$ cat src/rtl/periph_rx_arbiter.sv
// rtl/periph_rx_arbiter.sv - round-robin drain of peripheral RX FIFOs into the USB TX FIFO
module periph_rx_arbiter #(
    parameter int NUM_PERIPHS = 8,
    parameter int PKT_W       = 32,
    parameter int ADDR_W      = 3,
    parameter int MAX_BURST   = 4
) (
    input  logic                                   clk,
    input  logic                                   rst,
    input  logic [NUM_PERIPHS-1:0][PKT_W-ADDR_W-1:0] periph_rx_data,
    input  logic [NUM_PERIPHS-1:0]                 periph_rx_empty,
    output logic [NUM_PERIPHS-1:0]                 periph_rx_rden,
    input  logic [NUM_PERIPHS-1:0]                 periph_enable,
    output logic [PKT_W-1:0]                       usb_tx_data,
    output logic                                   usb_tx_wren,
    input  logic                                   usb_tx_full,
    output logic [ADDR_W-1:0]                      grant_id,
    output logic                                   busy
);

    typedef enum logic {IDLE, XFER} state_t;

    state_t              state_q, state_d;
    logic [ADDR_W-1:0]   rr_ptr_q, rr_ptr_d;
    logic [ADDR_W-1:0]   grant_q, grant_d;
    logic [3:0]          burst_cnt_q, burst_cnt_d;

    logic [NUM_PERIPHS-1:0] req;
    logic                   found;
    logic [ADDR_W-1:0]      pick;
    logic                   pop;
    logic [ADDR_W-1:0]      next_ptr;
    logic [NUM_PERIPHS-1:0] rden_c;
    logic [PKT_W-1:0]       data_c;

    assign req      = ~periph_rx_empty & periph_enable;
    assign pop      = (state_q == XFER) & req[grant_q] & ~usb_tx_full;
    assign next_ptr = (int'(grant_q) + 1 == NUM_PERIPHS) ? '0 : grant_q + ADDR_W'(1);

    // First requesting slot at or after rr_ptr, wrapping modulo NUM_PERIPHS
    always_comb begin
        int idx;
        found = 1'b0;
        pick  = rr_ptr_q;
        for (int k = 0; k < NUM_PERIPHS; k++) begin
            idx = int'(rr_ptr_q) + k;
            if (idx >= NUM_PERIPHS) idx = idx - NUM_PERIPHS;
            if (!found && req[ADDR_W'(idx)]) begin
                found = 1'b1;
                pick  = ADDR_W'(idx);
            end
        end
    end

    always_comb begin
        state_d     = state_q;
        rr_ptr_d    = rr_ptr_q;
        grant_d     = grant_q;
        burst_cnt_d = burst_cnt_q;
        rden_c      = '0;
        data_c      = '0;
        case (state_q)
            IDLE: begin
                if (found) begin
                    grant_d     = pick;
                    burst_cnt_d = '0;
                    state_d     = XFER;
                end
            end
            XFER: begin
                if (pop) begin
                    rden_c[grant_q] = 1'b1;
                    data_c          = {grant_q, periph_rx_data[grant_q]};
                    burst_cnt_d     = burst_cnt_q + 4'd1;
                end
                if ((pop && burst_cnt_q == 4'(MAX_BURST - 1)) || !req[grant_q]) begin
                    state_d  = IDLE;
                    rr_ptr_d = next_ptr;
                end
            end
            default: state_d = IDLE;
        endcase
    end

    always_ff @(posedge clk) begin
        if (rst) begin
            state_q     <= IDLE;
            rr_ptr_q    <= '0;
            grant_q     <= '0;
            burst_cnt_q <= '0;
        end else begin
            state_q     <= state_d;
            rr_ptr_q    <= rr_ptr_d;
            grant_q     <= grant_d;
            burst_cnt_q <= burst_cnt_d;
        end
    end

    // Outputs are forced low during reset so a pop in the reset cycle is dropped
    assign periph_rx_rden = rst ? '0 : rden_c;
    assign usb_tx_wren    = ~rst & pop;
    assign usb_tx_data    = rst ? '0 : data_c;
    assign grant_id       = rst ? '0 : grant_q;
    assign busy           = ~rst & (state_q == XFER);

endmodule

$ cat config.mk
export PLATFORM = sky130hd
export DESIGN_NAME = periph_rx_arbiter
export DESIGN_NICKNAME = d
export VERILOG_FILES = /design/src/rtl/periph_rx_arbiter.sv
export SDC_FILE = /design/constraint.sdc
export NUM_CORES = 1
export LEC_CHECK = 0
export CAP_MARGIN = 15
export CORE_AREA = 2 2 115 117
export CTS_BUF_LIST = sky130_fd_sc_hd__clkbuf_16
export DETAILED_ROUTE_END_ITERATION = 10
export DIE_AREA = 0 0 117 119
export PLACE_DENSITY = 0.72
export SLEW_MARGIN = 20
export SYNTH_ARGS = -nofsm -noshare
export SYNTH_HDL_FRONTEND = slang
export SYNTH_SLANG_ARGS = --single-unit
$ cat constraint.sdc
create_clock -name clk -period 8.8 [get_ports clk]
set_input_delay 2.64 -clock clk [delete_from_list [all_inputs] [get_ports clk]]
set_output_delay 2.64 -clock clk [all_outputs]
set_load 0.01 [all_outputs]
# Yosys cells after proc, flatten, opt, wreduce, memory -nomap -nowiden
# Cells that the tools add are included.
# Widths: inputs -> output; s select.
[classes] n_mux=68 n_eq_ne=4 n_addsub=18 order_cmp=18 bitwise_logic=9 reduce_logical=21
[ops] operator="$mux 32" count=3
[ops] operator="$bmux 29 s3" count=1
[ops] operator="$mux 3" count=18
[ops] operator="$lt 3x5->1 const B" count=8
[ops] operator="$mux 29" count=1
[ops] operator="$ge 4x4->1 const B" count=7
[ops] operator="$mux 1" count=28
[ops] operator="$bmux 1 s3" count=9
[ops] operator="$mux 8" count=3
[ops] operator="$sub 3x1->3 const B" count=8
[ops] operator="$add 3x3->4 const B" count=4
[ops] operator="$logic_and 1x1->1" count=9
[ops] operator="$add 3x1->4 const B" count=2
[ops] operator="$add 3x2->4 const B" count=2
[ops] operator="$and 8x8->8" count=1
[ops] operator="$logic_not 1->1" count=8
[ops] operator="$mux 4" count=2
[ops] operator="$not 8->8" count=1
[ops] operator="$pmux 4 s2" count=1
[ops] operator="$reduce_and 2->1" count=3
[ops] operator="$add 4x1->4 const B" count=1
[ops] operator="$and 1x1->1" count=4
[ops] operator="$eq 4x2->1 const B" count=1
[ops] operator="$eq 4x4->1 const B" count=1
[ops] operator="other kinds (10)" count=12
[totals] regBits=11 input_bits=251 out_inout_bits=45 elab_cells=142

# Depth between registers and ports, before layout
# Gate-level depths: netlist of the first run.
[logic_depth] ltp_word=29 ltp_mapped=12

# Worst setup path after synthesis of the first run
# No wires, ideal clock.
[synth_timing] kind="input port to output port" startpoint="in periph_enable[0]" endpoint="out usb_tx_data[0]" path_slack_ps=1567 t_arrival_ps=4593 stages=9 t_required_ps=6160 cell_sequence="or2b_1 -> mux4_2 -> nor2_1 -> a21oi_1 -> nor3b_2 -> nand2b_1 -> clkbuf_1 -> clkbuf_1 -> a221oi_1"
[synth_between] elab_chain_len=8
[synth_rtl] element="from (decl)" line="13" source="input logic [NUM_PERIPHS-1:0] periph_enable,"
[synth_rtl] element="$and 8x8->8" line="36" source="assign req = ~periph_rx_empty & periph_enable;"
[synth_rtl] element="$bmux 1 s3" line="37" source="assign pop = (state_q == XFER) & req[grant_q] & ~usb_tx_full;"
[synth_rtl] element="$mux 1 (implied by the code)" line="37"
[synth_rtl] element="$and 1x1->1 (2 in series)" line="37"
[synth_rtl] element="$mux 32" line="71" source="if (pop) begin"
[synth_rtl] element="$mux 32" line="62" source="case (state_q)"
[synth_rtl] element="$mux 32" line="102" source="assign usb_tx_data = rst ? '0 : data_c;"
[synth_rtl] element="to (decl)" line="14" source="output logic [PKT_W-1:0] usb_tx_data,"
# Every way passes these cells. The select of a mux whose other input is x is not followed.

# Final worst setup path of the first run
[layout_timing] startpoint="in periph_enable[0]" endpoint="out usb_tx_data[1]"
# Same word-level chain as after synthesis.

==> flow_summary_export.csv, run 1 <==
group,metric,value,unit
outcome,status,"finished, final reports clean",
sta,rsz0062_at_grt,"false",
grt,grt_use_total,26.2,%
synthesis,ys.flop_type,"dfxtp_1",
clocking,cts_root_buf,"clkbuf_16",
final_layout,final_nets,952,
clocking,numCtsBuffers,3,
sta,finalCriticalPeriod,8380,ps
clocking,ctsResizeCount,0,
final_layout,design_area,0.00654,mm²
worst_setup_path,crit_type,"in2out",
synthesis,ys_ff_latch,11,
synthesis,netlist_area,0.00341,mm²
clocking,post-cts-setup-buffers,0,
worst_setup_path,path_max_fanout,15,
final_layout,drive_gt1_share,12.6,%
clocking,clk_path_buf_depth,2,
synthesis,synth_edf_count,0,
placement,port_buffers,295,
sta,tns,0,ps
worst_setup_path,reg2reg_setup_slack,5200,ps
sta,maxSlewViolCount,0,
synthesis,syn_nets,693,
clocking,clkSlewWorstSetupHoldPaths,40,ps
min_path,worstHoldStart,"burst_cnt_q[1]",
clocking,cts_hold_buf,0,
synthesis,synth_cell_type_count,59,
sta,fin_hold_ws,514,ps
drt,num_vias,4904,
worst_setup_path,crit_start,"periph_enable[0]",
sta,max_slew.worst_pin.slew,949,ps
min_path,min_path_type,"reg2reg",
sta,fin_crit_sh,95.2,%
synthesis,synth.area.top_cells,"mux2_2 (16%), o221ai_1 (11%), mux2i_1 (7.3%)",
pwr,seqPwrFrac,14.8,%
sta,slew_headroom,36.7,%
worst_setup_path,worstSetupStartpointType,"input port",
synthesis,synth_largest_area_cell,"mux2_2",
grt,grt_pass1_vias,4662,
grt,grt_max_degree,73,
synthesis,ys_async_sr_fraction,0,%
clocking,cts_tree,"built",
die,num_rows,42,
sta,report.final.hold_viol_count,0,
die,num_io_pins,296,
pwr,powerDensity,151,mW/mm²
pwr,pwr-share-comb,76.7,%
synthesis,synth_most_common_cell,"mux2_2",
drt,drc,0,
synthesis,yosys.area.top_type_share,15.5,%
final_layout,syn_to_final_growth,91.8,%
clocking,clock_latency,240,ps
drt,viasPerCell,5.60,
placement,gp_congestion,0.908,
synthesis,yosysWarnings,0,
clocking,cts_max_level,1,
worst_setup_path,regToRegStartpoint,"rr_ptr_q[0]",
pwr,power_frac_clock,8.6,%
drt,ant_nets,0,
pwr,vdd_drop_max,0.000133,V
die,coreArea,0.0129,mm²
die,start_util,26.5,%
synthesis,avgSynthCellArea,7.78,µm²
drt,dr.pass1.iters,5,
synthesis,yosys-top-cells-count,"mux2_2 (47), o221ai_1 (44), clkbuf_1 (42), nor2_1 (35), nand2_1 (30)",
grt,antenna_found_initial,5,
worst_setup_path,arrival,5740,ps
die,die_w,117,µm
drt,routedWlPerCell,22.2,µm
worst_setup_path,end_kind,"primary output",
sta,fin_worst_skew,2.01,ps
synthesis,ys_seq_area_share,6.46,%
pwr,leakagePower,0.00215,µW
die,die_h,119,µm
sta,finalSetupViolCount,0,
grt,grt_overflow,0,
sta,fmax,119,MHz
pwr,internal_power,498,µW
pwr,swShare,49.4,%
pwr,p_sw,486,µW
die,dieArea,0.0139,mm²
flow_run,maxCapViolCount,0,
drt,drt_iter0_drc,355,
synthesis,synth_cells,438,
grt,grt_pass1_wl,27600,µm
drt,routed_wl,19400,µm
worst_setup_path,critPathRequiredTime,6160,ps
clocking,cts_sinks,11,
placement,dp_hpwl,15300,µm
final_layout,fill_cells,1216,
final_layout,postLayoutCoreUtil,50.8,%
placement,placed_area,0.00645,mm²
worst paths after layout:
path / end / depth (start not counted)
worst min-delay path: burst_cnt_q[1] / 2
worst max-delay path: usb_tx_data[1] / 10
worst min register to register: burst_cnt_q[1] / 2
worst max register to register: grant_q[2] / 9
logic make-up after synthesis:
group | synth area share, %
compound gates | 35.3
xor+xnor | 1.98
fa+ha+maj | 1.47
buf+inv | 6.90
flops | 6.46
mux | 30.6
simple gates | 17.3
per-stage QoR:
step                      worst slack [ps]  instances  power (µW)
after global placement                 555        868         895
after global routing                   267        872        1060
after detailed placement               462        868         891
after floorplan                       1570        438         606
final                                  420        876         984
after CTS                              408        872         978
sequential cells by signal, summed over array words and instances, names as in the netlist:
register	cells
grant_q	3
rr_ptr_q	3
state_q	1
burst_cnt_q	4
routing by layer:
metal | share of wire, % | track usage, % | vias to the layer above
met3 | 10 | 7.28 | 19
met1 | 42 | 35.2 | 2328
met4 | 1.2 | 4.56 | 2
met2 | 47 | 42.2 | 263
li1 | - | - | 2292
met5 | 0.067 | 0 | -
critical path, stage by stage:
cell and delay [ps]:
clkdlybuf4s50_1 460, or2b_1 250, mux4_2 450, nor2_1 100
a21oi_1 100, nor3b_2 300, nand2b_2 250, buf_4 270
a221oi_1 300, clkdlybuf4s50_1 610
cell usage in the layout, fill, tap and decap left out, types with 5 or more instances in the layout:
master / instances
clkdlybuf4s50_1: 295
mux4_2: 11
nand2_1: 30
o211ai_1: 6
o221ai_1: 44
a21oi_1: 12
o22ai_1: 23
nor3_1: 9
mux2_2: 47
o22a_1: 7
dfxtp_1: 8
nor2_1: 35
o21ai_0: 23
nand2b_1: 10
inv_1: 5
nor2b_1: 10
a221oi_1: 24
mux2i_1: 25
buf_4: 8
layout make-up:
cell class	count	area (µm²)	area share [%]
Sequential cell	11	229	3.50
Tap cell	176	220	3.37
Antenna cell	4	10.0	0.153
Clock inverter	1	3.75	0.0574
Multi-Input combinational cell	371	2950	45.2
Inverter	7	31.3	0.479
Timing Repair Buffer	303	3010	46.1
Clock buffer	3	75.1	1.15
power by group through the flow:
stage | sequential, µW | combinational [µW] | clock (µW)
floorplan | 67.0 | 539 | 0
global placement | 145 | 750 | 0
detailed placement | 146 | 745 | 0
CTS | 146 | 748 | 84.3
global route | 152 | 816 | 86.8
finish | 145 | 755 | 84.3
(Power assumes the default switching activity.)
==> run 2, diff against run 1 <==
- ABC_AREA: default -> 1
- CTS_CLUSTER_SIZE: default -> 40
==> flow_summary_export.csv, run 2 <==
group,metric,value,unit
synthesis,ys.flop_type,"dfxtp_1",
sta,max_slew.worst_pin.slew,743,ps
worst_setup_path,worstSetupStartpointType,"input port",
drt,routedWlPerCell,16.9,µm
placement,dp_hpwl,14300,µm
drt,routed_wl,17800,µm
synthesis,ys_async_sr_fraction,0,%
synthesis,synth_cells,610,
pwr,powerDensity,156,mW/mm²
min_path,worstHoldStart,"burst_cnt_q[0]",
drt,drc,0,
pwr,internal_power,445,µW
die,num_rows,42,
synthesis,synth_cell_type_count,37,
clocking,clkSlewWorstSetupHoldPaths,40,ps
pwr,seqPwrFrac,10.5,%
pwr,vdd_drop_max,0.0000778,V
die,num_io_pins,296,
final_layout,n_antenna_cell,0,
sta,maxSlewViolCount,0,
placement,port_buffers,295,
worst_setup_path,cp.buffers_inverters,5,
die,dieArea,0.0139,mm²
synthesis,ys_seq_area_share,6.47,%
final_layout,mostFrequentLayoutCells,"clkdlybuf4s50_1 (295), nand2_1 (199), nand3_1 (112)",
sta,finalSetupViolCount,0,
drt,ant_nets,0,
drt,num_vias,5159,
min_path,min_path_type,"reg2reg",
synthesis,syn_nets,865,
sta,slew_headroom,50.5,%
drt,viasPerCell,4.91,
final_layout,reg_top3,"burst_cnt_q x4, grant_q x3, rr_ptr_q x3",
clocking,clk_path_buf_depth,2,
clocking,clock_latency,240,ps
grt,antenna_found_initial,0,
grt,grt_pass1_vias,4927,
synthesis,yosys.area.top_type_share,21.9,%
synthesis,yosys-top-cells-count,"nand2_1 (199), nand3_1 (112), o21ai_0 (60), a21oi_1 (40)",
worst_setup_path,cp_cell_sequence,"clkdlybuf4s50_1, nand3_1, nand3_1, o21ai_1, nor3_2, nand3_2, nor2_4, inv_2, buf_4, nor2_1, inv_2, nor2_1, clkdlybuf4s50_1",
drt,drt_iter0_drc,317,
die,start_util,26.5,%
clocking,cts_hold_buf,0,
outcome,status,"finished, final reports clean",
sta,tns,0,ps
pwr,leakagePower,0.00243,µW
sta,fin_crit_sh,93.1,%
final_layout,final_nets,1131,
worst_setup_path,critPathRequiredTime,6160,ps
min_path,hold_end,"burst_cnt_q[0]",
final_layout,drive_gt1_share,7.09,%
die,die_w,117,µm
grt,grt_pass1_wl,26700,µm
pwr,swShare,56.2,%
sta,finalCriticalPeriod,8190,ps
final_layout,layout_commonest_cell,"clkdlybuf4s50_1",
clocking,cts_tree,"built",
worst_setup_path,timing.rr.end,"burst_cnt_q[2]",
die,coreArea,0.0129,mm²
placement,gp_congestion,0.912,
drt,dr.pass1.iters,5,
sta,fin_worst_skew,3.40,ps
synthesis,ys_ff_latch,11,
worst_setup_path,crit_path_top_delay_cell,"clkdlybuf4s50_1",
synthesis,yosysWarnings,0,
sta,fmax,122,MHz
pwr,power.total,1020,µW
pwr,pwr-share-comb,81.4,%
grt,grt_overflow,0,
worst_setup_path,crit_cells,13,
pwr,p_sw,572,µW
grt,grt_use_total,24.7,%
pwr,power_frac_clock,8.1,%
final_layout,syn_to_final_growth,91.6,%
final_layout,multi_input_area,0.00281,mm²
sta,report.final.hold_viol_count,0,
worst_setup_path,cp_slowest_stage_delay,550,ps
clocking,cts_max_level,1,
worst_setup_path,crit_type,"in2out",
final_layout,design_area,0.00653,mm²
final_layout,seqCellArea,224,µm²
grt,grt_max_degree,69,
sta,rsz0062_at_grt,"false",
worst_setup_path,regToRegStartpoint,"rr_ptr_q[0]",
final_layout,largest_reg_flops,4,
worst_setup_path,path_max_fanout,18,
min_path,hold_depth,1,
clocking,cts_sinks,11,
clocking,cts_root_buf,"clkbuf_16",
synthesis,avgSynthCellArea,5.58,µm²
synthesis,synth_edf_count,0,
final_layout,largest-register,"burst_cnt_q",
clocking,post-cts-setup-buffers,0,
worst_setup_path,end_kind,"primary output",
worst_setup_path,r2r_cells,16,
worst_setup_path,reg2reg_setup_slack,6000,ps
synthesis,netlist_area,0.00341,mm²
flow_run,maxCapViolCount,0,
clocking,numCtsBuffers,3,
die,die_h,119,µm
final_layout,fill_cells,1358,
placement,placed_area,0.00645,mm²
synthesis,synth_largest_area_cell,"nand2_1",
synthesis,synth.area.top_cells,"nand2_1 (22%), nand3_1 (16%), o21ai_0 (8.8%)",
clocking,ctsResizeCount,0,
synthesis,synth_most_common_cell,"nand2_1",
worst_setup_path,cp_top_family,"buffers and inverters",
worst_setup_path,arrival,5550,ps
run 2: changes by cell type after synthesis, sizes merged, moves of 12 or more:
cell / delta
a21oi: +28
o22ai: -23
mux2i: -25
a221oi: -24
nand2b: -12
inv: +40
a2111oi: +29
o221ai: -44
o21ai: +44
nand3: +113
mux2: -48
nand2: +171
run 2: final cells by class:
class | count | area share, %
clock inverter | 1 | 0.0575
sequential | 11 | 3.43
clock buffer | 3 | 1.15
multi-input combinational | 510 | 43.0
tap | 176 | 3.37
inverter | 46 | 2.66
timing repair buffer | 304 | 46.3
run 2: logic make-up (layout without fill, tap and decap cells):
family,Yosys count,in the layout,synth area share [%]
simple gates,355,355,45.8
compound gates,146,146,33.5
buf+inv,89,354,11.2
flops,11,11,6.47
xor+xnor,5,5,1.51
fa+ha+maj,4,4,1.47
run 2: power by group through the flow:
stage | Sequential [µW] | Combinational (µW) | Clock (µW)
3_5_place_dp | 108 | 825 | 0
2_1_floorplan | 70.7 | 589 | 0
5_1_grt | 111 | 922 | 87.5
6_report | 107 | 828 | 82.7
4_1_cts | 107 | 829 | 84.1
3_3_place_gp | 109 | 819 | 0
run 2: worst register-to-register path, stage by stage (launching register included):
cell and delay (ps):
dfxtp_1 590, inv_2 220, ha_1 450, inv_1 190, nand3_1 120, nand2_1 100
nand2_1 50, nand2_1 90, nand2_1 60, clkinv_2 80, nand4_4 100, nor2_4 140
nand3_2 130, nand2_4 130, nand2_1 90, nand3_1 80, a21oi_1 60
run 2: layer usage:
metal | part of all wire (%) | global-route usage [%] | up-vias
li1 | - | - | 2622
met1 | 40 | 29.8 | 2304
met2 | 50 | 44.3 | 206
met3 | 7.2 | 5.19 | 27
met4 | 2.2 | 5.44 | 0
met5 | 0 | 0 | -
run 2: how the worst max path moves through the flow:
stage / start / endpoint / slack (ps)
floorplan: periph_rx_empty[3] / periph_rx_rden[1] / 2120
global placement: periph_enable[3] / usb_tx_data[10] / 690
detailed placement: periph_enable[3] / periph_rx_rden[7] / 640
CTS: periph_enable[3] / periph_rx_rden[7] / 620
global route: periph_enable[3] / periph_rx_rden[7] / 470
finish: periph_enable[3] / periph_rx_rden[7] / 610
run 2: metrics by stage:
stage          util [%]  setup slack, ps  hold WS [ps]  std cells
2_1_floorplan         -             2120           454        610
3_3_place_gp       50.1              688           482       1047
3_5_place_dp       50.1              640           481       1047
4_1_cts            50.7              623           487       1051
5_1_grt            50.7              470           516       1051
6_report           50.7              611           488       1051
